File: src/rtl/alu_pipe_regfile_if.sv
`default_nettype none
// ============================================================================
// Module   : alu_pipe_regfile_if
// Purpose  : Command/response bundle for the pipelined ALU + register file.
// Revision : 1.0
// ============================================================================
interface alu_pipe_regfile_if #(
    parameter int DATA_BITS = 8,
    parameter int ADDR_BITS = 4
) ();
    logic                 cmd_valid;
    logic                 cmd_ready;
    logic [2:0]           cmd_op;
    logic [ADDR_BITS-1:0] addr_a;
    logic [ADDR_BITS-1:0] addr_b;
    logic [ADDR_BITS-1:0] addr_r;
    logic [DATA_BITS-1:0] data_in;
    logic                 rsp_valid;
    logic                 rsp_ready;
    logic [DATA_BITS-1:0] data_out;
    logic [3:0]           flags;

    modport master (
        output cmd_valid, cmd_op, addr_a, addr_b, addr_r, data_in, rsp_ready,
        input  cmd_ready, rsp_valid, data_out, flags
    );

    modport slave (
        input  cmd_valid, cmd_op, addr_a, addr_b, addr_r, data_in, rsp_ready,
        output cmd_ready, rsp_valid, data_out, flags
    );
endinterface
`default_nettype wire

File: src/rtl/alu_pipe_regfile.sv
`default_nettype none
// ============================================================================
// Module   : alu_pipe_regfile
// Purpose  : Two-stage ALU/register file with forwarding, flags and a
//            backpressured response register.
// Revision : 1.0
// ============================================================================
module alu_pipe_regfile #(
    parameter int DATA_BITS = 8,
    parameter int REG_COUNT = 16,
    parameter int ADDR_BITS = 4
) (
    input  wire logic            clk,
    input  wire logic            reset_n,
    alu_pipe_regfile_if.slave    bus
);
    localparam logic [2:0] c_op_nop   = 3'd0;
    localparam logic [2:0] c_op_read  = 3'd1;
    localparam logic [2:0] c_op_write = 3'd2;
    localparam logic [2:0] c_op_add   = 3'd3;
    localparam logic [2:0] c_op_sub   = 3'd4;
    localparam logic [2:0] c_op_adc   = 3'd5;
    localparam logic [2:0] c_op_and   = 3'd6;
    localparam logic [2:0] c_op_xor   = 3'd7;
    localparam logic [ADDR_BITS:0] c_reg_count = (ADDR_BITS+1)'(REG_COUNT);
    localparam int c_msb = DATA_BITS - 1;

    logic [DATA_BITS-1:0] r_regs [REG_COUNT];
    logic                 r_ex_valid;
    logic [2:0]           r_ex_op;
    logic [DATA_BITS-1:0] r_ex_a;
    logic [DATA_BITS-1:0] r_ex_b;
    logic [DATA_BITS-1:0] r_ex_din;
    logic [ADDR_BITS-1:0] r_ex_waddr;
    logic                 r_rsp_valid;
    logic [DATA_BITS-1:0] r_data_out;
    logic [3:0]           r_flags;

    logic                 w_advance, w_retire, w_cmd_ready, w_issue, w_ex_wr_en;
    logic                 w_a_in_range, w_b_in_range;
    logic [DATA_BITS-1:0] w_file_a, w_file_b, w_opnd_a, w_opnd_b;
    logic [DATA_BITS-1:0] w_b_eff, w_ex_result;
    logic [DATA_BITS:0]   w_sum;
    logic                 w_cin, w_c, w_v, w_is_alu;
    logic [3:0]           w_ex_flags;

    assign w_advance   = !r_rsp_valid || bus.rsp_ready;
    assign w_retire    = r_ex_valid && w_advance;
    assign w_cmd_ready = !r_ex_valid || w_advance;
    assign w_issue     = bus.cmd_valid && w_cmd_ready && (bus.cmd_op != c_op_nop);

    // Out-of-range addresses read as zero and never get written.
    assign w_a_in_range = {1'b0, bus.addr_a} < c_reg_count;
    assign w_b_in_range = {1'b0, bus.addr_b} < c_reg_count;
    assign w_file_a     = w_a_in_range ? r_regs[bus.addr_a] : '0;
    assign w_file_b     = w_b_in_range ? r_regs[bus.addr_b] : '0;
    assign w_ex_wr_en   = w_retire && (r_ex_op != c_op_read)
                          && ({1'b0, r_ex_waddr} < c_reg_count);

    // A retiring write bypasses the file so a back-to-back reader sees it.
    assign w_opnd_a = (w_ex_wr_en && r_ex_waddr == bus.addr_a) ? w_ex_result : w_file_a;
    assign w_opnd_b = (w_ex_wr_en && r_ex_waddr == bus.addr_b) ? w_ex_result : w_file_b;

    always_comb begin
        w_b_eff     = (r_ex_op == c_op_sub) ? ~r_ex_b : r_ex_b;
        w_cin       = (r_ex_op == c_op_sub) ? 1'b1
                    : (r_ex_op == c_op_adc) ? r_flags[1] : 1'b0;
        w_sum       = {1'b0, r_ex_a} + {1'b0, w_b_eff} + {{DATA_BITS{1'b0}}, w_cin};
        w_ex_result = '0;
        w_c         = 1'b0;
        w_v         = 1'b0;
        w_is_alu    = 1'b0;
        case (r_ex_op)
            c_op_read:  w_ex_result = r_ex_a;
            c_op_write: w_ex_result = r_ex_din;
            c_op_add, c_op_sub, c_op_adc: begin
                w_ex_result = w_sum[DATA_BITS-1:0];
                w_c         = w_sum[DATA_BITS];
                w_v         = (r_ex_a[c_msb] == w_b_eff[c_msb]) && (w_sum[c_msb] != r_ex_a[c_msb]);
                w_is_alu    = 1'b1;
            end
            c_op_and: begin
                w_ex_result = r_ex_a & r_ex_b;
                w_is_alu    = 1'b1;
            end
            c_op_xor: begin
                w_ex_result = r_ex_a ^ r_ex_b;
                w_is_alu    = 1'b1;
            end
            default: w_ex_result = '0;
        endcase
        w_ex_flags = w_is_alu ? {w_ex_result[c_msb], w_v, w_c, (w_ex_result == '0)} : r_flags;
    end

    always_ff @(posedge clk or negedge reset_n) begin
        if (!reset_n) begin
            r_ex_valid  <= 1'b0;
            r_ex_op     <= c_op_nop;
            r_ex_a      <= '0;
            r_ex_b      <= '0;
            r_ex_din    <= '0;
            r_ex_waddr  <= '0;
            r_rsp_valid <= 1'b0;
            r_data_out  <= '0;
            r_flags     <= '0;
        end else begin
            if (w_issue) begin
                r_ex_op    <= bus.cmd_op;
                r_ex_a     <= w_opnd_a;
                r_ex_b     <= w_opnd_b;
                r_ex_din   <= bus.data_in;
                r_ex_waddr <= (bus.cmd_op == c_op_write) ? bus.addr_a : bus.addr_r;
            end
            if (w_issue) begin
                r_ex_valid <= 1'b1;
            end else if (w_retire) begin
                r_ex_valid <= 1'b0;
            end
            if (w_retire) begin
                r_rsp_valid <= 1'b1;
                r_data_out  <= w_ex_result;
                r_flags     <= w_ex_flags;
            end else if (bus.rsp_ready) begin
                r_rsp_valid <= 1'b0;
            end
        end
    end

    always_ff @(posedge clk or negedge reset_n) begin
        if (!reset_n) begin
            for (int i = 0; i < REG_COUNT; i++) begin
                r_regs[i] <= '0;
            end
        end else if (w_ex_wr_en) begin
            r_regs[r_ex_waddr] <= w_ex_result;
        end
    end

    assign bus.cmd_ready = w_cmd_ready;
    assign bus.rsp_valid = r_rsp_valid;
    assign bus.data_out  = r_data_out;
    assign bus.flags     = r_flags;
endmodule
`default_nettype wire

File: src/flat_wrapper.sv
// flat-port wrapper written by rule: the top's interface ports become plain ports
module alu_pipe_regfile_flat 
#(
    parameter int DATA_BITS = 8,
    parameter int REG_COUNT = 16,
    parameter int ADDR_BITS = 4
)
  (clk, reset_n, bus_cmd_valid, bus_cmd_op, bus_addr_a, bus_addr_b, bus_addr_r, bus_data_in, bus_rsp_ready, bus_cmd_ready, bus_rsp_valid, bus_data_out, bus_flags);
  alu_pipe_regfile_if #(.DATA_BITS(DATA_BITS), .ADDR_BITS(ADDR_BITS)) bus_i ();
  input  wire logic clk;
  input  wire logic reset_n;
  input wire logic [$bits(bus_i.cmd_valid)-1:0] bus_cmd_valid;
  input wire logic [$bits(bus_i.cmd_op)-1:0] bus_cmd_op;
  input wire logic [$bits(bus_i.addr_a)-1:0] bus_addr_a;
  input wire logic [$bits(bus_i.addr_b)-1:0] bus_addr_b;
  input wire logic [$bits(bus_i.addr_r)-1:0] bus_addr_r;
  input wire logic [$bits(bus_i.data_in)-1:0] bus_data_in;
  input wire logic [$bits(bus_i.rsp_ready)-1:0] bus_rsp_ready;
  output wire logic [$bits(bus_i.cmd_ready)-1:0] bus_cmd_ready;
  output wire logic [$bits(bus_i.rsp_valid)-1:0] bus_rsp_valid;
  output wire logic [$bits(bus_i.data_out)-1:0] bus_data_out;
  output wire logic [$bits(bus_i.flags)-1:0] bus_flags;
  assign bus_i.cmd_valid = bus_cmd_valid;
  assign bus_i.cmd_op = bus_cmd_op;
  assign bus_i.addr_a = bus_addr_a;
  assign bus_i.addr_b = bus_addr_b;
  assign bus_i.addr_r = bus_addr_r;
  assign bus_i.data_in = bus_data_in;
  assign bus_i.rsp_ready = bus_rsp_ready;
  assign bus_cmd_ready = bus_i.cmd_ready;
  assign bus_rsp_valid = bus_i.rsp_valid;
  assign bus_data_out = bus_i.data_out;
  assign bus_flags = bus_i.flags;
  alu_pipe_regfile #(.DATA_BITS(DATA_BITS), .REG_COUNT(REG_COUNT), .ADDR_BITS(ADDR_BITS)) u_core (.clk(clk), .reset_n(reset_n), .bus(bus_i));
endmodule
File: config.mk
export PLATFORM = sky130hd
export DESIGN_NAME = alu_pipe_regfile_flat
export DESIGN_NICKNAME = d
export VERILOG_FILES = /design/src/rtl/alu_pipe_regfile_if.sv /design/src/rtl/alu_pipe_regfile.sv /design/src/flat_wrapper.sv
export SDC_FILE = /design/constraint.sdc
export NUM_CORES = 1
export LEC_CHECK = 0
export ABC_AREA = 0
export CORE_MARGIN = 8
export CORE_UTILIZATION = 45
export CTS_BUF_LIST = sky130_fd_sc_hd__clkbuf_4
export DETAILED_ROUTE_END_ITERATION = 7
export PLACE_DENSITY = 0.64
export SKIP_LAST_GASP = 1
export SYNTH_ARGS = -nofsm -noshare
export SYNTH_HDL_FRONTEND = slang
export SYNTH_SLANG_ARGS = --single-unit
File: constraint.sdc
create_clock -name clk -period 3.9 [get_ports clk]
set_clock_uncertainty 0.1 [all_clocks]
set_input_delay 0.78 -clock clk [delete_from_list [all_inputs] [get_ports clk]]
set_output_delay 0.78 -clock clk [all_outputs]
set_load 0.01 [all_outputs]
# After elaboration in Yosys (flattened, before gate mapping)
# Index checks and enable logic that the tools add are counted.
# classes
addsub	2
n_lt_le_gt_ge	4
eq_ne	13
mux	23
bitwise	6
n_reduce_logical	19
# op_table
cell	count
128-bit bitwise mux	1
8-bit binary-select mux with 4-bit select	2
8-bit 2-to-1 mux	8
8-bit one-hot mux with 5 select lines	1
8-bit demux with 4-bit select	1
5-bit greater-or-equal comparator, second input constant	3
4-bit inverter with 5-bit output	3
3-bit == test, second input constant	4
8-bit by 8-bit adder with 9-bit output	1
9-bit by 1-bit adder with 9-bit output	1
3-bit by 2-bit == test with 1-bit output, second input constant	3
1-bit 2-to-1 mux	9
8-bit bitwise AND	1
4-bit == test	2
1-bit logical AND	8
8-bit logical NOT	1
8-bit inverter	1
8-bit XOR	1
5-bit by 1-bit less-than comparator with 1-bit output, second input constant	1
5-bit OR reduction	1
4-bit 2-to-1 mux	1
2-bit nonzero test	2
3-bit by 1-bit == test with 1-bit output, second input constant	1
3-bit by 1-bit != test with 1-bit output, second input constant	1
other kinds (7)	9
# totals
regBits	173
input_bits	27
output_inout_bits	14
wordCells	92

# Depth between registers and ports, before layout
# depth
depth_word	7
depth_mapped	14
ltp_nobuf	11

# Worst setup path before layout
# No wires, ideal clock.
# synth_timing
path_type	register -> register
startpoint	reg u_core.r_ex_op[2]
endpoint	reg u_core.r_flags[0], in the netlist u_core.bus.flags[0]
arrival_time_ns	3.632
t_required_ns	3.697
path_slack_ns	0.065
stages_incl_launch_ff	14
n_path_buf	3
cell_sequence	dfrtp_1 -> buf_6 -> clkbuf_1 -> nand2b_1 -> nor2_1 -> xor2_1 -> fa_1 -> fa_1 -> a211oi_1 -> o21bai_1 -> mux2i_1 -> or2_1 -> clkbuf_1 -> o41ai_2
# synth_via
elab_chain_len	6
word_cells_on_any_way	18
# synth_lines
element	line_no	source
start, declared	alu_pipe_regfile.sv:30	logic [2:0] r_ex_op;
start signal, assigned	alu_pipe_regfile.sv:98	r_ex_op <= c_op_nop;
start signal, assigned	alu_pipe_regfile.sv:108	r_ex_op <= bus.cmd_op;
3-bit == test, on equally long branches	--	
8-bit 2-to-1 mux or 1-bit 2-to-1 mux (tied branches)	alu_pipe_regfile.sv:65, alu_pipe_regfile.sv:67	
8-bit by 8-bit adder with 9-bit output or 1-bit 2-to-1 mux (tied branches)	alu_pipe_regfile.sv:68, alu_pipe_regfile.sv:66	
9-bit by 1-bit adder with 9-bit output	alu_pipe_regfile.sv:68	w_sum = {1'b0, r_ex_a} + {1'b0, w_b_eff} + {{DATA_BITS{1'b0}}, w_cin};
8-bit one-hot mux with 5 select lines	alu_pipe_regfile.sv:73	case (r_ex_op)
8-bit logical NOT	alu_pipe_regfile.sv:92	w_ex_flags = w_is_alu ? {w_ex_result[c_msb], w_v, w_c, (w_ex_result == '0)} : r_flags;
end signal, assigned	alu_pipe_regfile.sv:122	r_flags <= w_ex_flags;
end, declared	alu_pipe_regfile.sv:37	logic [3:0] r_flags;
# Several ways; a longest one is shown, not always the timed one.
# A chain may end at the register's enable or synchronous reset.

# Final worst setup path
# layout_timing
startpoint	reg u_core.r_ex_op[1]
endpoint	reg u_core.r_flags[0], in the netlist u_core.bus.flags[0]
# Same word-level chain as after synthesis.

==> impl_metrics.csv <==
group,metric,value,unit
global_routing,grt_max_degree,76,
sta,whs,0.0755,ns
die,core,0.0210,mm^2
die,die_h,163,um
sta,period_needed,3.54,ns
critical_path,r2r_slack,0.36,ns
place,dpl_cell_area,0.0104,mm^2
sta,rsz0062_at_grt,"no",
cells_and_area,drive_above_1_share,27.8,%
routing,wl_per_cell,22.7,um
critical_path,critPathMostFrequentCell,"fa_1",
sta,worst_slack,0.364,ns
cells_and_area,fin_nets,870,
die,start_util,46.0,%
critical_path,reg2reg_to,"u_core.bus.flags[0]",
die,pin_count,41,
place,portBuffers,40,
hold_path,hp-class,"input pin to async pin",
sta,slew_headroom,42.1,%
yosys,yosys.area_share.simple,9.01,%
yosys,yosysUniqueCellTypes,54,
critical_path,start_kind,"register",
global_routing,gr-total-overflow,0,
yosys,synth_cells,801,
clock_network,clock_path_buffers,2,
cells_and_area,postLayoutCoreUtil,51.0,%
critical_path,cp_cell_sequence,"nand2b_1, nor2_1, xor2_1, fa_1, fa_1, a211oi_1, o21bai_1, mux2i_1, or2_2, o41ai_2",
global_routing,grt_pass1_vias,7047,
sta,tightest_slew,0.867,ns
yosys,synthArstFlopShare,100,%
yosys,synth-xor-area-share,1.63,%
yosys,synth_top_area_share,44.8,%
cells_and_area,fillers,1821,
yosys,yosysWarnings,0,
die,num_rows,53,
critical_path,path_max_fanout,20,
cells_and_area,stdcell_count,1114,
sta,tns,0,ns
routing,avgViaCountPerCell,6.04,
status,status,"finished, final reports clean",
yosys,yosysTopAreaCell,"dfrtp_1",
critical_path,crit_slowest_cell,"fa_1",
yosys,synth_most_common_cell,"dfrtp_1",
yosys,synth_nets,845,
clock_network,h-tree-depth,4,
global_routing,grt_util_all_layers,20.1,%
yosys,synthMuxAreaShare,28.8,%
routing,antenna_left,0,
yosys,synth_compound_area_share,9.87,%
place,place_inst,1082,
die,die_x,163,um
global_routing,grt_antenna_before_repair,1,
critical_path,crit_type,"register to register",
pwr,p_per_area,689,mW/mm^2
cells_and_area,areaGrowthSynthToFinish,11.0,%
yosys,synth_top_family_by_area,"multiplexers",
sta,fmax,0.283,GHz
clock_network,root_buffer,"clkbuf_4",
clock_network,cts_tree,"done",
clock_network,clock_latency,0.57,ns
global_routing,grt_pass1_wl,41000,um
yosys,syn_avg_cell_area,12.1,um^2
critical_path,r2r_cells,10,
place,dp_hpwl,17100,um
run,cap_violations,0,
yosys,synthAdderAreaFrac,2.36,%
pwr,total_power,7.40,mW
sta,setup_viol,0,
critical_path,cp.required,4.28,ns
pwr,peakVddDrop,0.277,mV
yosys,synth_commonest_cells,"173 x dfrtp_1, 79 x mux4_2, 73 x mux2_2, 71 x nor2_1, 60 x a21oi_1",
die,die-area,0.0264,mm^2
yosys,synth.cell_area,0.00966,mm^2
routing,dr.first_iter.drc_count,568,
critical_path,crit_path_max_incr_delay,0.47,ns
critical_path,arrival,3.92,ns
critical_path,r2r-start,"u_core.r_ex_op[1]",
yosys,ys_seq_area_share,44.8,%
place,place.gp.congestion,0.868,
clock_network,numCtsBuffers,17,
sta,period_share,90.7,%
yosys,synthTopCellsByArea,"dfrtp_1 45%, mux4_2 18%, mux2_2 8.5%",
yosys,yosys_register_bits,173,
sta,hold_violations,0,
sta,slew_viol_final,0,
routing,wirelength,25300,um
critical_path,critPathTopFamily,"simple AND/OR/NAND/NOR gates",
clock_network,clock_sinks,173,
clock_network,path_clk_slew,0.15,ns
critical_path,path_buf_inv,0,
place,place_ws,0.305,ns
yosys,synth-edff-count,0,
routing,drc,0,
critical_path,critPathCaptureType,"register",
cells_and_area,fin_area,0.0107,mm^2
yosys,synth_ff_type,"dfrtp_1",
routing,num_vias,6724,
routing,dr.pass1.iters,5,
pwr,total_leakage_power,4.54,nW
==> layer usage <==
metal	up-vias	global-route usage [%]	part of all wire (%)
met3	51	4.68	6.1
met4	0	6.96	3.0
met5	-	0	0
met2	218	32.5	49
li1	3014	-	-
met1	3441	26.2	42
==> area by class of cell <==
cell class                 instances  area (um^2)  area share, %
clock buffer                      17          128           1.19
multi-input combinational        553         5020           46.8
sequential                       173         4330           40.3
inverter                           6         22.5          0.210
antenna                            1         2.50         0.0233
tap                              275          344           3.21
clock inverter                    14          158           1.47
timing repair buffer              75          729           6.80
==> what timing repair did <==
item	CTS	global route
setup endpoints to repair	0	7
resized for setup	0	2
buffers inserted	0	0
hold buffers	0	0
==> cell usage in the layout (no fill, tap or decap), drive strengths merged, types with 6 or more instances in the layout <==
master / n
mux4: 79
a211oi: 8
and2: 7
dfrtp: 173
mux2i: 18
buf: 38
nor2b: 12
o21ai: 59
mux2: 73
clkbuf: 17
xor2: 18
clkdlybuf4s50: 37
nor2: 71
nor3b: 7
nand2b: 6
inv: 12
a21oi: 60
ha: 15
nand2: 59
==> cells by family after synthesis <==
| family | count (synthesis) |
|---|---|
| buf+inv | 75 |
| fa+ha+maj | 17 |
| xor+xnor | 18 |
| flops | 173 |
| simple gates | 185 |
| compound gates | 163 |
| mux | 170 |
==> worst max path at each step <==
stage | slack (ns) | to | depth (start not counted) | from
2_1_floorplan | 0.06 | u_core.bus.flags[0] | 13 | u_core.r_ex_op[2]
3_3_place_gp | 0.46 | u_core.bus.flags[0] | 10 | u_core.r_ex_op[1]
3_5_place_dp | 0.30 | u_core.r_ex_a[6] | 11 | u_core.r_ex_op[1]
4_1_cts | 0.26 | u_core.r_ex_a[6] | 11 | u_core.r_ex_op[1]
5_1_grt | 0.06 | u_core.bus.flags[0] | 10 | u_core.r_ex_op[1]
6_report | 0.36 | u_core.bus.flags[0] | 10 | u_core.r_ex_op[1]
==> flip-flops by register name, indices dropped and copies added (netlist names) <==
register,flops
u_core.r_regs,128
u_core.bus.data_out,8
u_core.r_ex_a,8
u_core.r_ex_b,8
u_core.r_ex_din,8
u_core.bus.flags,4
u_core.r_ex_waddr,4
u_core.r_ex_op,3
u_core.bus.rsp_valid,1
u_core.r_ex_valid,1
==> worst register-to-register path, delay by kind of cell (launching register included) <==
family	cells	cell delay [ns]
AO/OA/AOI/OAI	3	0.86
XOR/XNOR	1	0.14
adder cells (fa/ha/maj)	2	0.91
flip-flops	1	0.41
multiplexers	1	0.14
AND/OR/NAND/NOR	3	0.91
==> report_power, final <==
group	internal [mW]	total (mW)	switching, mW
logic	1.64	3.25	1.61
registers	2.50	3.09	0.589
clock network	0.391	1.06	0.672
Note: power is estimated with default switching activity, not from simulation.
